===== config.mk =====
export PLATFORM = sky130hd
export DESIGN_NAME = mac_dot_sequencer
export DESIGN_NICKNAME = d
export VERILOG_FILES = /design/src/rtl/mac_dot_sequencer_pkg.sv /design/src/rtl/mac_dot_sequencer_mac_unit.sv /design/src/rtl/mac_dot_sequencer.sv
export SDC_FILE = /design/constraint.sdc
export NUM_CORES = 1
export LEC_CHECK = 0
export ABC_AREA = 1
export BUFFER_PORTS_ARGS = -buffer_cell sky130_fd_sc_hd__buf_4
export CORE_MARGIN = 5
export CORE_UTILIZATION = 45
export DETAILED_ROUTE_END_ITERATION = 16
export MAX_ROUTING_LAYER = met4
export PLACE_DENSITY_LB_ADDON = 0.05
export SLEW_MARGIN = 40
export SYNTH_ARGS = -nofsm -noshare
export SYNTH_HDL_FRONTEND = slang
export SYNTH_SLANG_ARGS = --single-unit

===== constraint.sdc =====
create_clock -name clk -period 2.1 [get_ports clk]
set_input_delay 0.42 -clock clk [delete_from_list [all_inputs] [get_ports clk]]
set_output_delay 0.42 -clock clk [all_outputs]
set_load 0.02 [all_outputs]

===== src/rtl/mac_dot_sequencer_pkg.sv =====
// Shared definitions for the dot-product sequencer: operand/result widths
// and the FSM state encoding.
package mac_dot_sequencer_pkg;

  localparam int OP_W  = 8;
  localparam int RES_W = 16;

  typedef enum logic [1:0] {
    S_IDLE  = 2'd0,
    S_ACCUM = 2'd1,
    S_DONE  = 2'd2
  } state_t;

endpackage


===== src/rtl/mac_dot_sequencer_mac_unit.sv =====
// Multiply-accumulate datapath: the first enabled cycle loads a*b, and later
// cycles add a*b with 16-bit wrap and a sticky carry-out flag.
module mac_unit
  import mac_dot_sequencer_pkg::*;
(
  input  logic             clk,
  input  logic             rst_n,
  input  logic             en,
  input  logic             clr_mult,
  input  logic [OP_W-1:0]  a,
  input  logic [OP_W-1:0]  b,
  output logic [RES_W-1:0] acc,
  output logic             ovf
);

  logic [RES_W-1:0] prod;
  logic [RES_W:0]   sum;

  // An 8x8 unsigned product always fits in 16 bits, so it is exact.
  assign prod = RES_W'(a) * RES_W'(b);
  assign sum  = {1'b0, acc} + {1'b0, prod};

  always_ff @(posedge clk or negedge rst_n) begin
    if (!rst_n) begin
      acc <= '0;
      ovf <= 1'b0;
    end else if (en) begin
      if (clr_mult) begin
        acc <= prod;
        ovf <= 1'b0;
      end else begin
        acc <= sum[RES_W-1:0];
        ovf <= ovf | sum[RES_W];
      end
    end
  end

endmodule


===== src/rtl/mac_dot_sequencer.sv =====
// Dot-product sequencer: accepts a length command, accumulates that many
// operand pairs through mac_unit, then presents the result until it is taken.
module mac_dot_sequencer
  import mac_dot_sequencer_pkg::*;
#(
  parameter int LEN_W = 4
) (
  input  logic             clk,
  input  logic             rst_n,
  input  logic             start,
  input  logic [LEN_W-1:0] len,
  output logic             cmd_ready,
  input  logic             abort,
  input  logic             in_valid,
  output logic             in_ready,
  input  logic [OP_W-1:0]  in_a,
  input  logic [OP_W-1:0]  in_b,
  output logic             out_valid,
  input  logic             out_ready,
  output logic [RES_W-1:0] out_result,
  output logic             out_ovf,
  output logic             busy,
  output logic [1:0]       dbg_state
);

  localparam int CNT_W = LEN_W + 1;

  state_t             state_q, state_d;
  logic [CNT_W-1:0]   count_q;
  logic               first_q;
  logic               cmd_accept;
  logic               transfer;
  logic               last_xfer;
  logic [CNT_W-1:0]   len_count;

  // Handshakes: a beat moves on any rising edge where valid and ready are both
  // high. In ACCUM an asserted abort suppresses the operand beat even though
  // in_ready is high, so the operands are dropped and never accumulated.
  assign cmd_accept = (state_q == S_IDLE) && start;
  assign transfer   = (state_q == S_ACCUM) && in_valid && !abort;
  assign last_xfer  = transfer && (count_q == CNT_W'(1));
  assign len_count  = (len == '0) ? {1'b1, {LEN_W{1'b0}}} : {1'b0, len};

  always_comb begin
    state_d = state_q;
    case (state_q)
      S_IDLE: begin
        if (start) state_d = S_ACCUM;
      end
      S_ACCUM: begin
        if (abort)          state_d = S_IDLE;
        else if (last_xfer) state_d = S_DONE;
      end
      S_DONE: begin
        if (out_ready) state_d = S_IDLE;
      end
      default: state_d = S_IDLE;
    endcase
  end

  always_ff @(posedge clk or negedge rst_n) begin
    if (!rst_n) begin
      state_q <= S_IDLE;
      count_q <= '0;
      first_q <= 1'b0;
    end else begin
      state_q <= state_d;
      if (cmd_accept) begin
        count_q <= len_count;
        first_q <= 1'b1;
      end else if (transfer) begin
        count_q <= count_q - CNT_W'(1);
        first_q <= 1'b0;
      end
    end
  end

  mac_unit u_mac (
    .clk      (clk),
    .rst_n    (rst_n),
    .en       (transfer),
    .clr_mult (first_q),
    .a        (in_a),
    .b        (in_b),
    .acc      (out_result),
    .ovf      (out_ovf)
  );

  assign cmd_ready = (state_q == S_IDLE);
  assign busy      = (state_q != S_IDLE);
  assign in_ready  = (state_q == S_ACCUM);
  assign out_valid = (state_q == S_DONE);
  assign dbg_state = state_q;

endmodule


### Yosys cells after proc, flatten, opt, wreduce, memory -nomap -nowiden

Index checks and enable logic that the tools add are counted.

* flip-flop bits (word level): 25
* input port bits: 26
* output and inout bits: 23
* logic and storage cells: 37

* add/subtract/negate cells: 2
* multiply operators: 1
* eq/ne operators: 6
* mux-type cells: 12
* bitwise operators: 1
* reduce and logical (&&, ||, !) cells: 10

Operator list (count)
* $add 16x16->17: 1
* $mul 8x8->16: 1
* $mux 16: 1
* $mux 5: 3
* $mux 2: 4
* $pmux 2 s3: 1
* $eq 5x1->1 const B: 1
* $sub 5x1->5 const B: 1
* $logic_and 1x1->1: 4
* $logic_not 4->1: 1
* $reduce_bool 2->1: 2
* $mux 1: 3
* $ne 3x2->1 const B: 1
* $reduce_and 3->1: 1
* $eq 2x1->1 const B: 1
* $eq 2x2->1 const B: 1
* $logic_not 2->1: 1
* $ne 2x1->1 const B: 1
* $ne 2x2->1 const B: 1
* $logic_not 1->1: 1
* $or 1x1->1: 1

### Longest topological paths before layout

* word-level depth: 7
* depth in mapped cells: 30
* gate-level depth less buffers: 29

### Cells and area by module

From an unflattened synthesis, not the netlist that was laid out.

* cells, all modules: 681
* area, all modules: 4508.1 sq um

By module, submodules not included
* mac_unit: times used 1, cells each 613, area an instance 4000.1 sq um
* mac_dot_sequencer: times used 1, cells each 68, area an instance 508.0 sq um

### Least setup slack after synthesis

Ideal clock, no wire load.

* path kind: input port to flip-flop
* start point: input port in_a[2]
* end point: register u_mac.acc[14]
* arrival: 4.955 ns
* setup slack: -2.972 ns
* stages: 28
* path buffers: 1
* cell sequence: clkbuf_1 > nand2_1 > inv_1 > fa_1 > fa_1 > fa_1 > inv_1 > fa_1 > inv_1 > ha_1 > a21oi_1 > nor2_1 > nor2_1 > nand2_1 > or2_1 > and2_1 > ha_1 > nand2_1 > nor2_1 > inv_1 > nor2_1 > nand2_1 > nand2_1 > nand2_1 > nand3_1 > nand2_1 > nand2_1 > nand2_1

* longest elaborated chain between the ends: 3

RTL lines
* start, declared: RTL line mac_dot_sequencer.sv:16 `input logic [OP_W-1:0] in_a,`
* $mul 8x8->16 (*): RTL line mac_dot_sequencer_mac_unit.sv:20 `assign prod = RES_W'(a) * RES_W'(b);`
* $add 16x16->17: RTL line mac_dot_sequencer_mac_unit.sv:21 `assign sum = {1'b0, acc} + {1'b0, prod};`
* $mux 16 (*): RTL line mac_dot_sequencer_mac_unit.sv:28 `if (clr_mult) begin`
* end signal, assigned: RTL line mac_dot_sequencer_mac_unit.sv:29 `acc <= prod;`
* end signal, assigned: RTL line mac_dot_sequencer_mac_unit.sv:32 `acc <= sum[RES_W-1:0];`
* end, declared: RTL line mac_dot_sequencer_mac_unit.sv:12 `output logic [RES_W-1:0] acc,`

Every way passes the cells marked *; elsewhere a longest branch is shown, timed or not.
A chain may end at the register's enable or synchronous reset.

### Worst setup path after layout

* start point: input port in_b[2]
* end point: register u_mac.acc[14]

* longest elaborated chain between the ends: 3

RTL lines
* start, declared: RTL line mac_dot_sequencer.sv:17 `input logic [OP_W-1:0] in_b,`
* $mul 8x8->16 (*): RTL line mac_dot_sequencer_mac_unit.sv:20
* $add 16x16->17: RTL line mac_dot_sequencer_mac_unit.sv:21
* $mux 16 (*): RTL line mac_dot_sequencer_mac_unit.sv:28

Marks and branches as above.

==> flow_summary.json <==
{
  "clkTransAtPathRegs_ps": 110,
  "worst_pin_slew_ps": 374,
  "fin_crit_ps": 4610,
  "nets": 908,
  "clkPwrFrac_pct": 2.6,
  "cts_tree": "yes",
  "die_w_um": 110,
  "syn_inst": 652,
  "rsz0062_at_grt": "yes",
  "highest_layer": "met4",
  "slew_viol_final": 0,
  "syn-mean-instance-area_um2": 6.84,
  "drt-met1-wl_mm": 5.11,
  "synthArstFlopShare_pct": 100,
  "hold_viol": 0,
  "synth_nets": 770,
  "slew_headroom_pct": 75.1,
  "ctsHoldBuffers": 0,
  "diodes": 0,
  "endpoint_kind": "flop",
  "initial_core_util_pct": 45.9,
  "row_count": 36,
  "route.detailed.drc": 0,
  "syn2layout_area_growth_pct": 50.4,
  "r2r_end": "u_mac.acc[12]",
  "ant_nets": 0,
  "yosysTopAreaCell": "fa_1",
  "grt_pass1_vias": 4701,
  "drv_cap": 0,
  "cp-start-kind": "input pin",
  "worst_slack_ps": -2510,
  "htree_levels": 1,
  "layout-drive-gt1-share_pct": 42.1,
  "vias": 4555,
  "hp-class": "in -> async",
  "grtUsageTotal_pct": 22.6,
  "ys_types": 40,
  "detail_route.wl_per_cell_um": 13.9,
  "cp.required_ps": 2280,
  "portBuffers": 48,
  "ys.flop_type": "dfrtp_1",
  "status": "finished, violations left",
  "synth_area_mm2": 0.00446,
  "finalClockSkew_ps": 13.0,
  "cp.arrival_ps": 4790,
  "switching_power_mw": 6.17,
  "synth-edff-count": 0,
  "cts_max_path_buffers": 2,
  "critical_path_class": "in -> reg",
  "gp_congestion": 0.963,
  "place_area_mm2": 0.00567,
  "routed_via_density": 4.94,
  "wl_met3_um": 333,
  "die_h_um": 110,
  "cts_inserted_buffers": 3,
  "stdcell_area_mm2": 0.00671,
  "cts_sinks": 25,
  "p_leak_nw": 3.69,
  "p_comb_share_pct": 90.0,
  "power.density_mw_per_mm2": 1840,
  "crit_path_top_delay_cell": "fa_1",
  "ir_drop_v": 0.00176,
  "reg2reg_depth": 9,
  "dp_hpwl_mm": 9.72,
  "crit_path_max_incr_delay_ps": 520,
  "firstDrtPassIters": 4,
  "r2r_start": "u_mac.acc[0]",
  "max_clock_freq_ghz": 0.217,
  "synth_area_leaders": "fa_1 17%, ha_1 15%, nand2_1 15%",
  "crit_fanout": 6,
  "grt.overflow.total": 0,
  "io-pin-count": 49,
  "clk_latency_ps": 290,
  "wl_met2_mm": 7.13,
  "dieArea_mm2": 0.0120,
  "setup_viol": 14,
  "synth-seq-cells": 25,
  "cpMostUsedCell": "nand2_1",
  "grt_pass1_wl_mm": 21.1,
  "root_buffer": "clkbuf_8",
  "grt_max_degree": 26,
  "fp.coreArea_mm2": 0.00973,
  "r2r_slack_ps": 130,
  "switching_share_pct": 50.0,
  "synth_top_cell_area_share_pct": 16.6,
  "wl_mm": 12.8,
  "fillers": 829,
  "antenna_found_initial": 0,
  "seq_power_share_pct": 7.4,
  "internal-power_mw": 6.17,
  "finalCritPeriodShare_pct": 220,
  "violations": "negative setup slack",
  "drt_iter0_markers": 213,
  "totalNegativeSetupSlack_ps": -28760,
  "ys_warn_count": 0,
  "synth_seq_area_share_pct": 14.0
}
-- Yosys cell counts, types with 3 or more instances --
cell type and n:
nand2_4 3, or2_2 3, buf_6 3, ha_1 55
inv_1 148, xor2_1 4, dfrtp_1 25, inv_2 3
o211ai_1 6, a21oi_1 31, nand2_1 180, nor2_1 41
o21bai_1 3, nand4_1 8, nand3_1 34, and2_1 4
xnor2_1 8, o21ai_0 14, clkbuf_1 15, fa_1 37
-- per-layer routing --
| metal | vias to the layer above | GRT usage [%] |
|---|---|---|
| met5 | - | - |
| met4 | 0 | 7.30 |
| met3 | 21 | 1.47 |
| met2 | 85 | 43.5 |
| met1 | 2189 | 24.4 |
| li1 | 2260 | - |
-- how the worst max path moves through the flow --
stage          cells after the start     from  slack, ps             to
2_1_floorplan                     28  in_b[5]      -2560  u_mac.acc[14]
3_3_place_gp                      25  in_a[3]      -3030  u_mac.acc[12]
3_5_place_dp                      25  in_a[2]      -3030  u_mac.acc[12]
4_1_cts                           28  in_b[2]      -2440  u_mac.acc[14]
5_1_grt                           29  in_b[3]      -2730  u_mac.acc[14]
6_report                          28  in_b[2]      -2510  u_mac.acc[14]
-- cell usage in the layout, fill, tap and decap left out, types with 8 or more instances in the layout --
master   Yosys  final
a21oi_2      1     18
nand2_1    180    136
a21oi_1     31      8
inv_2        3     27
dfrtp_1     25     25
nor2_2       2     12
nand2_2      2     31
buf_6        3     22
ha_4         0     25
buf_4        0    126
nor2_1      41     27
nand2_4      3     18
nand4_1      8      8
ha_1        55     30
nand3_1     34     27
fa_1        37     32
inv_1      148    123
-- registers in the layout (all words and copies together) (netlist names) --
name,count
u_mac.acc,16
count_q,5
dbg_state,2
first_q,1
u_mac.ovf,1
-- layout make-up --
class	count	area, um2	area share, %
inverters	152	574	8.56
multi-input cells	455	4010	59.8
clock buffers	3	41.3	0.615
clock inverters	1	7.51	0.112
repair buffers	153	1280	19.1
flip-flops and latches	25	626	9.32
well taps	133	166	2.48
-- worst max-delay path: cells and delay by family --
kind / cells / cell delay (ps)
compound gates: 1 / 140
fa+ha+maj: 6 / 2570
buf+inv: 5 / 290
simple gates: 16 / 1350
-- cells by family after synthesis --
| group | after synthesis | synth area share (%) |
|---|---|---|
| and+or+nand+nor | 286 | 27.7 |
| adders and majority gates | 92 | 32.0 |
| AOI/OAI and AO/OA | 64 | 8.44 |
| xor gates and xnor gates | 13 | 2.72 |
| DFF | 25 | 14.0 |
| buffers and inverters | 172 | 15.1 |
-- power groups by stage --
stage / sequential [mW] / clock, mW / combinational (mW)
after detailed placement: 0.887 / 0 / 7.58
after floorplan: 1.03 / 0 / 4.94
after global placement: 0.882 / 0 / 7.50
final: 0.912 / 0.322 / 11.1
after global routing: 0.940 / 0.337 / 12.0
after CTS: 0.906 / 0.329 / 9.46
-- stage by stage --
| step | total power [mW] | utilization (%) | hold slack (ps) | setup WS (ps) | instances |
|---|---|---|---|---|---|
| final | 12.3 | 69.0 | 29.1 | -2510 | 922 |
| after global routing | 13.3 | 69.0 | 56.3 | -2730 | 922 |
| after CTS | 10.7 | 64.9 | 37.6 | -2440 | 911 |
| after detailed placement | 8.46 | 58.3 | 360 | -3030 | 883 |
| after global placement | 8.38 | 58.3 | 356 | -3030 | 883 |
| after floorplan | 5.97 | - | 124 | -2560 | 652 |
-- repair_timing --
action / 4_1_cts / 5_1_grt
resized for setup: 102 / 78
pin swaps: 67 / 49
buffers inserted: 24 / 13
endpoints found under the setup margin: 14 / 14
Power figures use the tool's default switching activity.
